===== src/rtl/product_divider_4bit.sv =====
// Sequential restoring divider for an 8-bit product by a 4-bit divisor.
// Four RUN cycles yield a 4-bit quotient/remainder; errors finish in one.
module product_divider_4bit (
    input  logic       clk,
    input  logic       rst,
    input  logic       start,
    input  logic [7:0] p,
    input  logic [3:0] b,
    output logic [3:0] q,
    output logic [3:0] r,
    output logic       busy,
    output logic       done,
    output logic       dz,
    output logic       ovf
);

    typedef enum logic [1:0] {
        IDLE = 2'd0,
        RUN  = 2'd1,
        DONE = 2'd2
    } state_t;

    state_t state;
    state_t state_nxt;

    logic [3:0] dvs;
    logic [3:0] rem;
    logic [3:0] dl;
    logic [1:0] cnt;

    logic       err_zero;
    logic       err_ovf;
    logic       last;
    logic [4:0] t;
    logic       qbit;
    logic [3:0] diff;
    logic [3:0] rem_nxt;
    logic [3:0] dl_nxt;

    assign err_zero = (b == 4'd0);
    assign err_ovf  = !err_zero && (p[7:4] >= b);

    // The partial remainder is always below the divisor, so 4 bits hold it;
    // the true difference also fits in 4 bits, so modular subtraction is exact.
    assign t       = {rem, dl[3]};
    assign qbit    = (t >= {1'b0, dvs});
    assign diff    = t[3:0] - dvs;
    assign rem_nxt = qbit ? diff : t[3:0];
    assign dl_nxt  = {dl[2:0], qbit};
    assign last    = (cnt == 2'd3);

    always_ff @(posedge clk) begin
        if (rst) begin
            state <= IDLE;
        end else begin
            state <= state_nxt;
        end
    end

    always_comb begin
        state_nxt = state;
        unique case (state)
            IDLE: begin
                if (start) begin
                    state_nxt = (err_zero || err_ovf) ? DONE : RUN;
                end
            end
            RUN: begin
                if (last) begin
                    state_nxt = DONE;
                end
            end
            DONE:    state_nxt = IDLE;
            default: state_nxt = IDLE;
        endcase
    end

    always_comb begin
        busy = 1'b0;
        done = 1'b0;
        unique case (state)
            RUN:     busy = 1'b1;
            DONE:    done = 1'b1;
            default: ;
        endcase
    end

    always_ff @(posedge clk) begin
        if (rst) begin
            q   <= 4'd0;
            r   <= 4'd0;
            dz  <= 1'b0;
            ovf <= 1'b0;
            dvs <= 4'd0;
            rem <= 4'd0;
            dl  <= 4'd0;
            cnt <= 2'd0;
        end else begin
            unique case (state)
                IDLE: begin
                    if (start) begin
                        dvs <= b;
                        dz  <= 1'b0;
                        ovf <= 1'b0;
                        unique case (1'b1)
                            err_zero: begin
                                dz <= 1'b1;
                                q  <= 4'hF;
                                r  <= 4'h0;
                            end
                            err_ovf: begin
                                ovf <= 1'b1;
                                q   <= 4'hF;
                                r   <= 4'h0;
                            end
                            default: begin
                                rem <= p[7:4];
                                dl  <= p[3:0];
                                cnt <= 2'd0;
                            end
                        endcase
                    end
                end
                RUN: begin
                    rem <= rem_nxt;
                    dl  <= dl_nxt;
                    cnt <= cnt + 2'd1;
                    if (last) begin
                        q <= dl_nxt;
                        r <= rem_nxt;
                    end
                end
                default: ;
            endcase
        end
    end

endmodule


===== config.mk =====
export PLATFORM = sky130hd
export DESIGN_NAME = product_divider_4bit
export DESIGN_NICKNAME = d
export VERILOG_FILES = /design/src/rtl/product_divider_4bit.sv
export SDC_FILE = /design/constraint.sdc
export NUM_CORES = 1
export LEC_CHECK = 0
export BUFFER_PORTS_ARGS = -buffer_cell sky130_fd_sc_hd__buf_2
export CORE_MARGIN = 2
export CORE_UTILIZATION = 30
export CTS_BUF_LIST = sky130_fd_sc_hd__clkbuf_4 sky130_fd_sc_hd__clkbuf_8 sky130_fd_sc_hd__clkbuf_16
export CTS_CLUSTER_SIZE = 28
export DETAILED_ROUTE_END_ITERATION = 10
export GPL_TIMING_DRIVEN = 0
export PLACE_DENSITY_LB_ADDON = 0.1
export SETUP_SLACK_MARGIN = 0.1
export SYNTH_ARGS = -nofsm -noshare
export SYNTH_HDL_FRONTEND = slang
export SYNTH_SLANG_ARGS = --single-unit

===== constraint.sdc =====
create_clock -name clk -period 2.4 [get_ports clk]
set_input_delay 0.24 -clock clk [delete_from_list [all_inputs] [get_ports clk]]
set_output_delay 0.24 -clock clk [all_outputs]
set_load 0.02 [all_outputs]

==> results.cfg, run 1 <==
[floorplanning]
initial_core_util_pct = 31.76
dieArea_um2 = 5269
rows = 24
design.core.area_um2 = 4444
die_h_um = 72.59
io_pins = 27
die_x_um = 72.59

[clock_tree]
holdBufCountCts = 0
clock_sinks = 26
cts_root_buf = clkbuf_8
clockBufferDepth = 2
cts_max_level = 1
cts_tree = yes
cts_resized = 0
path_clk_slew_ns = 0.09
clock_latency_ns = 0.27
post_cts_buffers = 0
cts-buffers-inserted = 3

[route]
drc = 0
drt-total-wl_mm = 3.389
vias = 1264
drtIter0Drc = 71
first_pass_iters = 4
wl_per_cell_um = 13.67
vias_per_cell = 5.097
ant_nets = 0

[setup_path]
critPathMaxFanout = 6
r2r_cells = 7
cpPeakStageDelay_ns = 0.40
cp.arrival_ns = 2.27
r2r-start = dvs[3]$_SDFFE_PP0P_
worst-path-buf-inv = 1
worst_setup_path_start_kind = flop
slowest_stage = mux2_2
r2r_slack_ns = 0.32
critPathTopFamily = compound AO/OA/AOI/OAI gates
cp_cell_sequence = inv_1 -> ha_1 -> or2_1 -> nor3_1 -> o2bb2ai_2 -> mux2_2 -> a221oi_1
endpoint_kind = flop
critPathRequiredTime_ns = 2.58
path_class = reg2reg
r2r-end = rem[1]$_SDFFE_PP0P_

[global_route]
grt_util_all_layers_pct = 14.21
grt_max_degree = 16
grt_pass1_wl_mm = 5.865
grt-ovfl-total = 0
grt_pass1_vias = 1267
antenna_found_initial = 0

[min_path]
hold_path_depth = 3
min_path_type = in2reg
min_from = p[0]
holdPathEnd = dl[0]$_SDFFE_PP0P_

[timing]
rsz0062_at_grt = false
worstMarginPinSlew_ns = 0.5103
period_minus_slack_ns = 2.084
fmax_ghz = 0.4798
fin_crit_sh_pct = 86.84
skew_ns = 0.001138
finalSetupViolations = 0
hold_violations = 0
maxSlewViolCount = 0
relSlewSlack_pct = 65.98
setup_tns_ns = 0

[synth]
ys_top_cells_by_count = 26 x dfxtp_1, 20 x nand2_1, 18 x nor2_1
yosysSeqAreaShare_pct = 36.88
syn_nets = 191
synth-xor-area-share_pct = 1.241
synth_area_per_cell_um2 = 8.502
yosysUniqueCellTypes = 43
async_flop_share_pct = 0
synthSimpleGateAreaFrac_pct = 24.73
synth.top_cells.by_area = dfxtp_1 37%, ha_1 8.0%, nand2_1 5.3%
synth_flop_cell = dfxtp_1
yosys.area.top_type_share_pct = 36.88
synth_top_area_cell = dfxtp_1
synth_compound_area_share_pct = 18.97
syn_area_um2 = 1411
synth_edf_count = 0
yosys_warnings = 0
synth_top_family_by_area = simple AND/OR/NAND/NOR gates
synthMuxAreaShare_pct = 3.369
synth_cells = 166
synth.most_common_cell = dfxtp_1
synthAdderAreaFrac_pct = 9.397
synth-seq-cells = 26

[placement]
place_congestion = 0.7730
io_buffers = 26
hpwl_mm = 2.687
dp.cells = 244

[status]
outcome = finished clean

[power_and_ir_drop]
p_leak_nw = 0.7225
ir_drop_mv = 0.2963
powerDensity_nw_per_um2 = 718.3

[finish]
drive_gt1_share_pct = 21.94
syn2layout_area_growth_pct = 19.33
antenna_cells = 0
finalNonFillerCells = 248
fin_nets = 222

[job]
drv_cap = 0
## worst max-delay path by stage
stage / endpoint / start / cells after the start
after global routing: r[0]$_SDFFE_PP0P_ / dvs[3]$_SDFFE_PP0P_ / 7
after floorplan: rem[1]$_SDFFE_PP0P_ / dvs[2]$_SDFFE_PP0P_ / 6
after CTS: r[0]$_SDFFE_PP0P_ / dvs[2]$_SDFFE_PP0P_ / 6
after global placement: rem[1]$_SDFFE_PP0P_ / dvs[2]$_SDFFE_PP0P_ / 6
final: rem[1]$_SDFFE_PP0P_ / dvs[3]$_SDFFE_PP0P_ / 7
after detailed placement: r[0]$_SDFFE_PP0P_ / dvs[2]$_SDFFE_PP0P_ / 6
## placed cells by master (no fill, tap or decap), drive strengths merged, types with 2 or more instances in the layout
master / synthesis / layout
o2bb2ai: 2 / 2
mux2: 3 / 3
nor2: 19 / 19
inv: 11 / 11
o32ai: 3 / 3
o21ai: 2 / 2
a221oi: 3 / 3
a31oi: 2 / 2
ha: 9 / 9
nor2b: 2 / 2
and3: 2 / 2
or2: 2 / 2
nand2: 20 / 20
nand3: 4 / 4
buf: 3 / 29
o21a: 5 / 5
nand2b: 7 / 7
nor4: 4 / 4
nor3: 7 / 7
a21oi: 14 / 14
dfxtp: 26 / 26
clkbuf: 4 / 7
## power breakdown
part	internal, mW	leakage, nW	switching (mW)
combinational	0.149	0.474	0.205
clock	0.223	0.0357	0.138
sequential	0.469	0.213	0.0255
## worst register-to-register path, stage by stage (launching register included)
cell and delay [ns]:
dfxtp_1 0.34, inv_1 0.05, ha_1 0.18, or2_1 0.25, nor3_1 0.26, o2bb2ai_2 0.26
mux2_2 0.40, a221oi_1 0.27
## registers in the layout, summed over array words and instances, names as in the netlist
name and cells:
dl 4, dvs 4, cnt 2, state 2, rem 4, q 4, dz 1, ovf 1
r 4
## cell type report
cell class | instances | area (µm²)
clock inverter | 1 | 30.03
inverter | 11 | 41.29
fill | 480 | 2760
sequential | 26 | 520.5
multi-input combinational | 122 | 820.8
clock buffer | 3 | 41.29
timing repair buffer | 26 | 130.1
buffer | 7 | 35.03
tap | 52 | 65.06
## cell families after synthesis
kind of cell,after synthesis
AOI/OAI and AO/OA,36
adders and majority gates,10
muxes,4
buffers and inverters,18
DFF,26
xor gates and xnor gates,2
and+or+nand+nor,70
## metrics by stage
step	hold slack [ns]	setup slack (ns)	utilization, %	total power, mW	area (µm²)
global placement	0.4420	0.2298	36.15	0.8412	1607
floorplan	0.3760	0.4540	-	0.7564	1411
finish	0.2382	0.3159	37.89	1.210	1684
detailed placement	0.4509	0.2166	36.15	0.8517	1607
global route	0.2441	0.1542	37.89	1.299	1684
CTS	0.2301	0.1962	37.75	1.220	1678
## routing by layer
layer	vias to the layer above	part of all wire [%]	GRT usage [%]
met2	23	50	24.55
met5	-	0	0
met1	594	46	18.27
met4	0	0.56	3.498
met3	2	3.9	2.624
li1	645	-	-
Power figures use the tool's default switching activity.
==> inputs of run 2 (changes only) <==
--- a/config.mk
+++ b/config.mk
@@ -13,6 +13,7 @@
 export DETAILED_ROUTE_END_ITERATION = 10
 export GPL_TIMING_DRIVEN = 0
 export PLACE_DENSITY_LB_ADDON = 0.1
+export RECOVER_POWER = 25
 export SETUP_SLACK_MARGIN = 0.1
 export SYNTH_ARGS = -nofsm -noshare
 export SYNTH_HDL_FRONTEND = slang
==> results.cfg, run 2 (same netlist as run 1, synthesis figures left out) <==
[status]
outcome = finished clean

[route]
drtIter0Drc = 62
vias_per_cell = 5.085
ant_nets = 0
wl_per_cell_um = 13.68
first_pass_iters = 4
vias = 1261
drc = 0
drt-total-wl_mm = 3.392

[clock_tree]
post_cts_buffers = 0
path_clk_slew_ns = 0.09
cts_tree = yes
cts_root_buf = clkbuf_8
cts_max_level = 1
clock_sinks = 26
clock_latency_ns = 0.27
cts-buffers-inserted = 3
holdBufCountCts = 0
clockBufferDepth = 2

[setup_path]
critPathMaxFanout = 6
path_class = reg2reg
r2r-end = rem[1]$_SDFFE_PP0P_
critPathRequiredTime_ns = 2.58
cp.arrival_ns = 2.26
r2r_slack_ns = 0.32
endpoint_kind = flop
r2r_cells = 7
r2r-start = dvs[3]$_SDFFE_PP0P_
worst_setup_path_start_kind = flop

[finish]
drive_gt1_share_pct = 17.35
fin_nets = 222
final_cell_area_um2 = 1673
antenna_cells = 0
mostFrequentLayoutCells = 26 x dfxtp_1, 20 x nand2_1, 18 x buf_2, 18 x nor2_1, 14 x a21oi_1
final_common_cell = dfxtp_1
syn2layout_area_growth_pct = 18.53

[timing]
rsz0062_at_grt = false
fin_ws_ns = 0.3202
setup_tns_ns = 0
skew_ns = 0.001529
finalSetupViolations = 0
period_minus_slack_ns = 2.080
hold_violations = 0
relSlewSlack_pct = 68.13
worstMarginPinSlew_ns = 0.4781
maxSlewViolCount = 0
timing.hold.ws_ns = 0.2376
fin_crit_sh_pct = 86.66
fmax_ghz = 0.4808

[min_path]
holdPathEnd = dl[0]$_SDFFE_PP0P_
min_path_type = in2reg
hold_path_depth = 3
min_from = p[0]

[global_route]
grt-ovfl-total = 0
grt_pass1_vias = 1267
grt_util_all_layers_pct = 14.21
grt_pass1_wl_mm = 5.865
antenna_found_initial = 0
grt_max_degree = 16

[placement]
dpl_cell_area_um2 = 1607
pre_cts_ws_ns = 0.2166
hpwl_mm = 2.687
place_congestion = 0.7730
io_buffers = 26

[floorplanning]
design.core.area_um2 = 4444
rows = 24
dieArea_um2 = 5269
io_pins = 27
initial_core_util_pct = 31.76
die_h_um = 72.59
die_x_um = 72.59

[job]
drv_cap = 0

[power_and_ir_drop]
p_leak_nw = 0.6851
share_comb_of_total_power_pct = 29.0
p_int_mw = 0.8391
power_frac_seq_pct = 41.0
powerDensity_nw_per_um2 = 721.9
netSwitchingFraction_pct = 30.52
ir_drop_mv = 0.2963
p_clk_share_pct = 29.9
p_total_mw = 1.208
p_sw_mw = 0.3686
-- run 2: worst max-delay path: stages, from the launching register on --
cell and delay (ns):
dfxtp_1 0.34, inv_1 0.05, ha_1 0.18, or2_1 0.25, nor3_1 0.26, o2bb2ai_2 0.26, mux2_2 0.40, a221oi_1 0.27
-- run 2: layout make-up --
cell class              count  area (µm²)
clock inverters             1       30.03
plain buffers               7       35.03
flip-flops and latches     26       520.5
inverters                  11       41.29
repair buffers             26       118.9
multi-input cells         122       820.8
well taps                  52       65.06
clock buffers               3       41.29
fillers                   479        2771
-- run 2: worst max path at each step --
| stage | start | end | slack, ns | cells after the start |
|---|---|---|---|---|
| after floorplan | dvs[2]$_SDFFE_PP0P_ | rem[1]$_SDFFE_PP0P_ | 0.45 | 6 |
| after global placement | dvs[2]$_SDFFE_PP0P_ | rem[1]$_SDFFE_PP0P_ | 0.23 | 6 |
| after detailed placement | dvs[2]$_SDFFE_PP0P_ | r[0]$_SDFFE_PP0P_ | 0.22 | 6 |
| after CTS | dvs[2]$_SDFFE_PP0P_ | r[0]$_SDFFE_PP0P_ | 0.20 | 6 |
| after global routing | dvs[3]$_SDFFE_PP0P_ | r[0]$_SDFFE_PP0P_ | 0.15 | 7 |
| final | dvs[3]$_SDFFE_PP0P_ | rem[1]$_SDFFE_PP0P_ | 0.32 | 7 |
-- run 2: routing by layer --
metal / GRT usage, % / vias to the layer above / share of wire [%]
met2: 24.55 / 25 / 50
met5: 0 / - / 0
met4: 3.498 / 0 / 0.56
met1: 18.27 / 586 / 46
li1: - / 648 / -
met3: 2.624 / 2 / 4.1
-- run 2: timing repair --
action | 4_1_cts | 5_1_grt
setup endpoints to repair | 0 | 3
endpoints found under the hold margin | 0 | 0
gates resized for setup | 0 | 1
-- run 2: per-stage QoR --
step / std cells / utilization [%]
after floorplan: 166 / -
after global placement: 244 / 36.15
after detailed placement: 244 / 36.15
after CTS: 248 / 37.75
after global routing: 248 / 37.64
final: 248 / 37.64
-- run 2: power groups by stage --
stage                     combinational (mW)  sequential, mW  clock [mW]
final                                  0.351           0.495       0.362
after global routing                   0.394           0.501       0.402
after CTS                              0.349           0.495       0.375
after detailed placement               0.346           0.505           0
after global placement                 0.337           0.504           0
after floorplan                        0.247           0.509           0
==> inputs of run 3 (changes only) <==
--- a/config.mk
+++ b/config.mk
@@ -6,6 +6,8 @@
 export NUM_CORES = 1
 export LEC_CHECK = 0
 export BUFFER_PORTS_ARGS = -buffer_cell sky130_fd_sc_hd__buf_2
+export CELL_PAD_IN_SITES_DETAIL_PLACEMENT = 2
+export CELL_PAD_IN_SITES_GLOBAL_PLACEMENT = 2
 export CORE_MARGIN = 2
 export CORE_UTILIZATION = 30
 export CTS_BUF_LIST = sky130_fd_sc_hd__clkbuf_4 sky130_fd_sc_hd__clkbuf_8 sky130_fd_sc_hd__clkbuf_16
@@ -15,6 +17,7 @@
 export PLACE_DENSITY_LB_ADDON = 0.1
 export RECOVER_POWER = 25
 export SETUP_SLACK_MARGIN = 0.1
+export SKIP_CTS_REPAIR_TIMING = 1
 export SYNTH_ARGS = -nofsm -noshare
 export SYNTH_HDL_FRONTEND = slang
 export SYNTH_SLANG_ARGS = --single-unit
==> results.cfg, run 3 (same netlist as run 1, synthesis figures left out) <==
[route]
drc = 0
drt-total-wl_mm = 4.374
first_pass_iters = 4
vias = 1317
vias_per_cell = 5.310
ant_nets = 0
wl_per_cell_um = 17.64
drtIter0Drc = 49

[floorplanning]
design.core.area_um2 = 4444
die_h_um = 72.59
dieArea_um2 = 5269
io_pins = 27
rows = 24
initial_core_util_pct = 31.76
die_x_um = 72.59

[timing]
fmax_ghz = 0.4726
worstMarginPinSlew_ns = 0.5191
finalSetupViolations = 0
hold_violations = 0
fin_crit_sh_pct = 88.16
rsz0062_at_grt = false
setup_tns_ns = 0
period_minus_slack_ns = 2.116
relSlewSlack_pct = 65.26
maxSlewViolCount = 0
skew_ns = 0.005397

[finish]
nFillCells = 524
final_cell_area_um2 = 1673
multi_input_area_um2 = 820.8
syn2layout_area_growth_pct = 18.53
mostFrequentLayoutCells = 26 x dfxtp_1, 20 x nand2_1, 18 x buf_2, 18 x nor2_1, 14 x a21oi_1
fin_nets = 222
antenna_cells = 0
drive_gt1_share_pct = 17.35
final_common_cell = dfxtp_1
seq_area_um2 = 520.5

[placement]
place_congestion = 0.7610
dpl_cell_area_um2 = 1607
hpwl_mm = 3.363
io_buffers = 26

[min_path]
min_path_type = in2reg

[setup_path]
worst-path-buf-inv = 1
worst_setup_path_start_kind = flop
critPathTopFamily = compound AO/OA/AOI/OAI gates
path_class = reg2reg
cp.arrival_ns = 2.30
cp_cell_sequence = inv_1 -> ha_1 -> o21a_1 -> o2bb2ai_2 -> mux2_2 -> a221oi_1
cpPeakStageDelay_ns = 0.41
endpoint_kind = flop
slowest_stage = mux2_2
critPathRequiredTime_ns = 2.59
critPathMaxFanout = 6

[power_and_ir_drop]
powerDensity_nw_per_um2 = 743.2
p_leak_nw = 0.6851
ir_drop_mv = 0.2508
p_total_mw = 1.243

[global_route]
grt_pass1_vias = 1498
grt_max_degree = 16
grt_pass1_wl_mm = 7.396
grt_util_all_layers_pct = 17.89
grt-ovfl-total = 0
antenna_found_initial = 0

[clock_tree]
cts_max_level = 1
cts_tree = yes
cts-buffers-inserted = 3
clockBufferDepth = 2
cts_root_buf = clkbuf_8
clock_sinks = 26
clock_latency_ns = 0.28
path_clk_slew_ns = 0.10

[status]
outcome = finished clean

[job]
drv_cap = 0
-- run 3: cell counts in the layout (fill, tap and decap cells not counted) --
No cell type changed its count.
-- run 3: cell type report --
class	instances	share of cell area [%]
Multi-Input combinational cell	122	49.07
Clock inverter	1	1.795
Tap cell	52	3.889
Timing Repair Buffer	26	7.105
Sequential cell	26	31.11
Buffer	7	2.094
Inverter	11	2.468
Clock buffer	3	2.468
-- run 3: power breakdown --
part	internal [mW]	leakage, nW	total, mW	switching (mW)
clock	0.223	0.0357	0.373	0.149
sequential	0.470	0.213	0.498	0.0280
combinational	0.147	0.436	0.373	0.226
-- run 3: final timing paths --
check,from,to,slack (ns),cells after the start
setup reg to reg,dvs[2]$_SDFFE_PP0P_,rem[1]$_SDFFE_PP0P_,0.28,6
hold / removal,p[0],dl[0]$_SDFFE_PP0P_,0.21,3
setup / recovery,dvs[2]$_SDFFE_PP0P_,rem[1]$_SDFFE_PP0P_,0.28,6
hold reg to reg,ovf$_SDFFE_PP0P_,ovf$_SDFFE_PP0P_,0.47,2
-- run 3: layer usage --
metal | GRT usage, % | up-vias | wire, µm
met4 | 4.733 | 0 | 36
met1 | 22.68 | 652 | 2035
li1 | - | 643 | -
met3 | 1.796 | 4 | 104
met2 | 32.22 | 18 | 2198
met5 | 0 | - | 0
-- run 3: worst reg2reg max path: stages (launching register included) --
cell       delay (ns)
dfxtp_1          0.34
inv_1            0.05
ha_1             0.37
o21a_1           0.22
o2bb2ai_2        0.36
mux2_2           0.41
a221oi_1         0.28
-- run 3: metrics by stage --
step / setup WS [ns] / util [%] / hold slack [ns] / instances
floorplan: 0.4540 / - / 0.3760 / 166
global placement: 0.2216 / 36.15 / 0.4362 / 244
detailed placement: 0.1196 / 36.15 / 0.4521 / 244
CTS: 0.08739 / 37.75 / 0.2061 / 248
global route: 0.1311 / 37.64 / 0.2384 / 248
finish: 0.2841 / 37.64 / 0.2148 / 248
